`src/rtl/divider_prog.sv`:
```
// Programmable integer clock divider with double-buffered ratio, period tick
// and load handshake. All outputs are registered from next-state values.
module divider_prog #(
  parameter int WIDTH       = 8,
  parameter int DEFAULT_DIV = 6
) (
  input  logic             i_clk,
  input  logic             i_rst_n,
  input  logic             i_en,
  input  logic             i_load,
  input  logic [WIDTH-1:0] i_div,
  output logic             o_div_clk,
  output logic             o_tick,
  output logic             o_load_ack,
  output logic             o_load_err,
  output logic             o_busy,
  output logic [WIDTH-1:0] o_div_cur
);

  localparam logic [WIDTH-1:0] DEF_DIV = WIDTH'(DEFAULT_DIV);

  logic [WIDTH-1:0] r_cnt;
  logic [WIDTH-1:0] r_div;
  logic [WIDTH-1:0] r_pend;
  logic             r_pend_v;

  logic             w_wrap;
  logic             w_swap;
  logic             w_load_ok;
  logic             w_load_bad;
  logic [WIDTH-1:0] w_cnt_nxt;
  logic [WIDTH-1:0] w_div_nxt;
  logic [WIDTH:0]   w_high;

  assign w_wrap     = i_en && (r_cnt == r_div - 1'b1);
  assign w_swap     = w_wrap && r_pend_v;
  assign w_load_ok  = i_load && (i_div >= WIDTH'(2));
  assign w_load_bad = i_load && (i_div <  WIDTH'(2));
  assign w_div_nxt  = w_swap ? r_pend : r_div;

  always_comb begin
    w_cnt_nxt = r_cnt;
    if (!i_en)       w_cnt_nxt = r_div - 1'b1;
    else if (w_wrap) w_cnt_nxt = '0;
    else             w_cnt_nxt = r_cnt + 1'b1;
  end

  // High time ceil(div/2) computed one bit wider so div = 2^WIDTH-1 cannot overflow.
  assign w_high = ({1'b0, w_div_nxt} + 1'b1) >> 1;

  always_ff @(posedge i_clk) begin
    if (!i_rst_n) begin
      r_cnt      <= DEF_DIV - 1'b1;
      r_div      <= DEF_DIV;
      r_pend     <= DEF_DIV;
      r_pend_v   <= 1'b0;
      o_div_clk  <= 1'b0;
      o_tick     <= 1'b0;
      o_load_ack <= 1'b0;
      o_load_err <= 1'b0;
    end else begin
      r_cnt      <= w_cnt_nxt;
      r_div      <= w_div_nxt;
      o_div_clk  <= i_en && ({1'b0, w_cnt_nxt} < w_high);
      o_tick     <= i_en && (w_cnt_nxt == '0);
      o_load_ack <= w_swap;
      o_load_err <= w_load_bad;
      // A load coinciding with a wrap becomes pending after the wrap consumed the old one.
      if (w_load_ok) begin
        r_pend   <= i_div;
        r_pend_v <= 1'b1;
      end else if (w_swap) begin
        r_pend_v <= 1'b0;
      end
    end
  end

  assign o_busy    = r_pend_v;
  assign o_div_cur = r_div;

endmodule
```
`config.mk`:
```
export PLATFORM = sky130hd
export DESIGN_NAME = divider_prog
export DESIGN_NICKNAME = d
export VERILOG_FILES = /design/src/rtl/divider_prog.sv
export SDC_FILE = /design/constraint.sdc
export NUM_CORES = 1
export LEC_CHECK = 0
export ABC_AREA = 1
export BUFFER_PORTS_ARGS = -buffer_cell sky130_fd_sc_hd__clkbuf_2
export CELL_PAD_IN_SITES_DETAIL_PLACEMENT = 0
export CELL_PAD_IN_SITES_GLOBAL_PLACEMENT = 1
export CORE_MARGIN = 10
export CORE_UTILIZATION = 43
export CTS_CLUSTER_SIZE = 10
export DETAILED_ROUTE_END_ITERATION = 7
export PLACE_DENSITY_LB_ADDON = 0.1
export SLEW_MARGIN = 20
export SYNTH_ARGS = -nofsm -noshare
export SYNTH_HDL_FRONTEND = slang
export SYNTH_SLANG_ARGS = --single-unit
```
`constraint.sdc`:
```
create_clock -name i_clk -period 6 [get_ports i_clk]
set_input_delay 0.3 -clock i_clk [delete_from_list [all_inputs] [get_ports i_clk]]
set_output_delay 0.3 -clock i_clk [all_outputs]
set_load 0.05 [all_outputs]
```
==> results of run 1 <==
cell families after synthesis:
kind of cell | after synthesis
AOI/OAI and AO/OA | 42
xor gates and xnor gates | 3
adders and majority gates | 10
buffers and inverters | 45
DFF | 29
and+or+nand+nor | 181
layer usage:
| layer | up-vias | wire length, um | track usage (%) |
|---|---|---|---|
| met4 | 0 | 26 | 4.35 |
| met1 | 912 | 2710 | 20.4 |
| met3 | 2 | 221 | 3.28 |
| met5 | - | 0 | 0 |
| li1 | 1056 | - | - |
| met2 | 27 | 2630 | 25.3 |
critical path, stage by stage, from the launching register on:
cell and delay [ns]:
dfxtp_1 0.42, inv_2 0.09, ha_1 0.33, nand2_1 0.07, nand2_1 0.04, nor2_1 0.09
nand2_1 0.06, nor2_1 0.13, nand3_1 0.10, nor2_2 0.12, nand4_2 0.31, o21ai_1 0.33
ha_1 0.28, nand2_1 0.07, nor2_1 0.15, nand3_1 0.10, ha_1 0.29, a2111oi_0 0.36
nand3_1 0.12, a21oi_1 0.12
path summary, 6_finish.rpt:
kind | startpoint | endpoint | slack, ns | depth (start not counted)
worst max-delay path | o_div_cur[0] | o_div_clk | 2.37 | 19
worst min-delay path | i_div[0] | r_pend[0] | 0.26 | 3
worst max register to register | o_div_cur[0] | o_div_clk | 2.37 | 19
worst min register to register | r_pend[6] | r_pend[6] | 0.47 | 2
power groups by stage:
stage                     Combinational (mW)  Clock, mW  Sequential, mW
after floorplan                        0.112          0           0.241
after global placement                 0.172          0           0.224
after detailed placement               0.171          0           0.224
after CTS                              0.172      0.167           0.220
after global routing                   0.198      0.175           0.222
final                                  0.172      0.162           0.220
cell type report:
class / count / area (um^2) / share of cell area [%]
Multi-Input combinational cell: 236 / 1190 / 54.2
Sequential cell: 29 / 581 / 26.5
Inverter: 40 / 150 / 6.86
Timing Repair Buffer: 24 / 120 / 5.49
Clock buffer: 7 / 86.3 / 3.95
Tap cell: 52 / 65.1 / 2.97
registers in the layout, summed over array words and instances, names as in the netlist:
name	count
o_div_cur	8
r_cnt	8
r_pend	8
o_busy	1
o_div_clk	1
o_load_ack	1
o_load_err	1
o_tick	1
layout by cell type (no fill, tap or decap), drive strengths merged:
cell     instances
or2              1
a21oi           12
nor4             1
inv             38
o21a             2
nand3b           2
a2111oi          1
a22oi            2
clkbuf          31
o211ai           1
o22ai            2
ha              10
xor2             3
nand4            6
and2             1
or4              1
nand2           87
nor2            51
dfxtp           29
nor3             1
nand3           30
clkinv           2
o21ai           21
a211oi           1
==> reports/qor.txt, run 1 <==
Slew HR - 56.6%
global-route wire length before repair - 9500 um
worst hold slack - 0.259 ns
Root Driver - clkbuf_8
Sw Share - 36.8%
CTS Sinks - 29
cell area after layout - 2190 um^2
TNS Setup - 0 ns
P_sw - 203 uW
register share of total power - 39.7%
ratio of cells with drive above 1 in the final layout - 14.9%
final setup fails - 0
final cycle utilization of the critical path - 60.6%
postcts setup bufs - 0
Diodes inserted - 0
yosys warns - 0
Leak - 1.11 nW
worst-skew pair later-pin latency - 0.28 ns
starting density of the core - 44.7%
fin nets - 358
simple-gate share of the synthesized area - 40.7%
Final ANT Viol Nets - 0
Final HPWL DP - 4430 um
clock share of power - 29.2%
Syn Area/Cell - 6.27 um^2
EDFF count, synth - 0
ys flop type - dfxtp_1
Syn Inst Count - 310
Num CTS Buffers - 5
maxcap violations - 0
Max Fclk - 275 MHz
Worst Tran Pin Value - 0.644 ns
Crit path required time - 6.21 ns
Synth top cells by count - nand2_1, nor2_1, inv_1, nand3_1, dfxtp_1
maximum buffer depth of the clock tree - 2
WL final - 5590 um
Vert. Die Dim - 87.2 um
Final Hold Fails - 0
PortBufs - 24
hold-fix buffers at CTS - 0
Placed Area - 2100 um^2
Finished Layout Cells - 388
full die area - 7610 um^2
largest family of logic cells by synthesized area - simple AND/OR/NAND/NOR gates
CTS tree - yes
htree depth - 2
# IOs - 25
setup slack after layout - 2.37 ns
DR iter-0 viols - 144
run status - finished, final reports clean
Overflow after GRT - 0
total power - 553 uW
gp weighted congestion - 0.892
Finished Core Util - 50.3%
area growth from synthesis to layout - 12.5%
Synth Area in Adders - 6.44%
vias in the first global route - 1,975
Yosys reg bits - 29
crit path time final - 3.63 ns
mux cell area share after synthesis - 0%
synthesized area - 1940 um^2
unique cell type count in the Yosys netlist - 34
CTS clk-pin slew, worst paths - 0.06 ns
WP data arrival - 3.85 ns
endpoint class of the critical path - flip-flop
crit start category - flip-flop
DR WL/cell - 14.4 um
compound-cell area share of the yosys netlist - 12.5%
pin count of the biggest net entering global routing - 19
pre-CTS setup slack - 2.39 ns
Cells after DPL - 381
Core Region - 4350 um^2
register area share after synthesis - 29.9%
xor/xnor share of the synthesized area - 1.35%
vias per cell - 5.15
combinational group share of total power - 31.1%
# rows - 24
Chip Width - 87.2 um
unrepaired setup endpoints after global routing - no
share of the synthesized area in the top cell type - 29.9%
count leader, synth - nand2_1
Pwr Density - 253 nW/um^2
Pre-Repair DR Iteration Count - 4
DRC Markers - 0
initial antenna violation count - 0
Filler Cells Inserted - 497
vias - 1,997
maximum vdd ir drop - 0.000145 V
gr usage total - 15.6%
CP Class - reg2reg
clock skew - 0.00466 ns
Internal Power - 350 uW
Resized Gates After CTS - 0
share of synthesized registers carrying an async set or reset - 0%
fin. max-slew vios - 0
largest cells by area after synthesis - dfxtp_1, nand2_1, nor2_1, nand3_1, ha_1
Syn Nets - 332
dominant cell type by area after synthesis - dfxtp_1
class of the worst hold path - in2reg
CP max FO - 12
Power figures use the tool's default switching activity.
==> run 2: changes to the inputs <==
CORE_UTILIZATION = 36   (was 43)
clock period = 3 ns   (was 6 ns; I/O delays follow)
==> run 2 against run 1 <==
Total power rose by 140%. Sequential power increased by 100%. Cell count up 12%.
==> reports/qor.txt, run 2 (synthesis gave the netlist of run 1 again) <==
run status - finished, final reports clean
DR WL/cell - 14.2 um (-1.1%)
pre-CTS setup slack - -0.0529 ns (-2.44 ns)
fin. max-slew vios - 0 (unchanged)
CP max FO - 7 (-5)
final cycle utilization of the critical path - 98.6% (+38 points)
Worst Tran Pin Value - 0.644 ns (-0.000314 ns)
gr usage total - 14.8% (-0.85 points)
Final Hold Fails - 0 (unchanged)
crit start category - flip-flop
TNS Setup - 0 ns (unchanged)
Root Driver - clkbuf_8
clock share of power - 32.4% (+3.2 points)
gp weighted congestion - 0.918 (+2.9%)
global-route wire length before repair - 10,400 um (+9.1%)
htree depth - 2 (unchanged)
Filler Cells Inserted - 540 (+8.7%)
Pwr Density - 504 nW/um^2 (+99%)
Vert. Die Dim - 93.5 um (+7.2%)
commonest non-fill, non-tap cell in the layout - nand2_1
highest-count cells in the layout ignoring fill and taps - nand2_1, nor2_1, inv_1
Slew HR - 56.8% (+0.21 points)
final setup fails - 0 (unchanged)
Sw Share - 35.5% (-1.3 points)
maximum vdd ir drop - 0.000309 V (+110%)
DRC Markers - 0 (unchanged)
CTS clk-pin slew, worst paths - 0.07 ns (about the same)
combinational group share of total power - 34.4% (+3.3 points)
Chip Width - 93.5 um (+7.2%)
# rows - 26 (+8.3%)
PortBufs - 24 (unchanged)
full die area - 8740 um^2 (+15%)
worst hold slack - 0.101 ns (-0.158 ns)
CTS Sinks - 29 (unchanged)
fin nets - 387 (+8.1%)
maxcap violations - 0 (unchanged)
initial antenna violation count - 0 (unchanged)
clock skew - 0.00475 ns (+0.0000918 ns)
crit path time final - 2.96 ns (-0.677 ns)
Final ANT Viol Nets - 0 (unchanged)
vias - 2,174 (+8.9%)
starting density of the core - 37.6% (-7.1 points)
Core Region - 5170 um^2 (+19%)
worst-skew pair later-pin latency - 0.28 ns (about the same)
Internal Power - 856 uW (+140%)
Leak - 1.27 nW (+14%)
CTS tree - yes
vias per cell - 4.99 (-3.1%)
WL final - 6210 um (+11%)
vias in the first global route - 2,127 (+7.7%)
WP data arrival - 3.17 ns (-0.68 ns)
register share of total power - 33.2% (-6.5 points)
P_sw - 471 uW (+130%)
Pre-Repair DR Iteration Count - 4 (unchanged)
pin count of the biggest net entering global routing - 19 (unchanged)
endpoint class of the critical path - flip-flop
DR iter-0 viols - 80 (-44%)
Max Fclk - 338 MHz (+23%)
area growth from synthesis to layout - 35.5%
unrepaired setup endpoints after global routing - yes
maximum buffer depth of the clock tree - 2 (unchanged)
Diodes inserted - 0 (unchanged)
hold-fix buffers at CTS - 0 (unchanged)
Overflow after GRT - 0 (unchanged)
Num CTS Buffers - 5 (unchanged)
class of the worst hold path - in2reg
setup slack after layout - 0.0426 ns (-2.32 ns)
CP Class - reg2reg
# IOs - 25 (unchanged)
ratio of cells with drive above 1 in the final layout - 29.5% (+15 points)
Final HPWL DP - 5070 um (+15%)
Crit path required time - 3.21 ns (-3.00 ns)
run 2: final cells by class:
class | count | area (um^2) | share of cell area (%)
inverters | 40 | 155 | 5.89
well taps | 70 | 87.6 | 3.32
repair buffers | 53 | 342 | 13.0
clock inverters | 2 | 36.3 | 1.38
multi-input cells | 236 | 1340 | 50.9
clock buffers | 6 | 82.6 | 3.13
flip-flops and latches | 29 | 592 | 22.5
run 2: worst paths after layout:
| check | to | startpoint | depth (start not counted) | slack, ns |
|---|---|---|---|---|
| worst max-delay path | o_div_clk | o_div_cur[2] | 23 | 0.04 |
| worst min-delay path | r_pend[7] | i_div[7] | 3 | 0.10 |
| worst max register to register | o_div_clk | o_div_cur[2] | 23 | 0.04 |
| worst min register to register | r_pend[6] | r_pend[6] | 2 | 0.51 |
run 2: per-stage QoR:
step / power (mW) / util (%) / cells / area [um^2]
finish: 1.33 / 50.9 / 436 / 2640
global placement: 0.864 / 45.8 / 425 / 2370
floorplan: 0.720 / - / 310 / 1990
global route: 1.41 / 50.9 / 436 / 2640
CTS: 1.30 / 48.9 / 434 / 2530
detailed placement: 0.865 / 45.8 / 425 / 2370
run 2: power groups by stage:
stage | Sequential (mW) | Clock [mW] | Combinational [mW]
after global placement | 0.446 | 0 | 0.418
after detailed placement | 0.447 | 0 | 0.418
after floorplan | 0.484 | 0 | 0.236
after CTS | 0.438 | 0.437 | 0.428
after global routing | 0.444 | 0.453 | 0.509
final | 0.441 | 0.429 | 0.457
run 2: routing by layer:
| layer | up-vias | GRT usage [%] | routed length, um |
|---|---|---|---|
| li1 | 1118 | - | - |
| met3 | 6 | 2.88 | 211 |
| met2 | 36 | 25.8 | 3020 |
| met1 | 1014 | 17.9 | 2920 |
| met5 | - | 0 | 0 |
| met4 | 0 | 4.24 | 61 |
run 2: what timing repair did:
| item | CTS | global route |
|---|---|---|
| endpoints found under the setup margin | 1 | 1 |
| resized for setup | 6 | 20 |
| setup buffers | 1 | 2 |
| pin swaps | 0 | 6 |
run 2: worst max-delay path: stages, from the launching register on:
cell,delay [ns]
dfxtp_2,0.37
inv_2,0.12
nand2_2,0.07
nor2_4,0.14
nand3_1,0.12
nand3_1,0.09
nand2_1,0.11
nor2_2,0.18
nand4_4,0.14
buf_6,0.17
nand2_2,0.07
o21ai_4,0.06
inv_2,0.07
ha_4,0.13
nand2_2,0.05
nor2_2,0.14
buf_4,0.14
xor2_2,0.14
ha_1,0.27
nand2_1,0.07
inv_1,0.03
nand2_1,0.05
nand2_1,0.05
a21oi_1,0.11
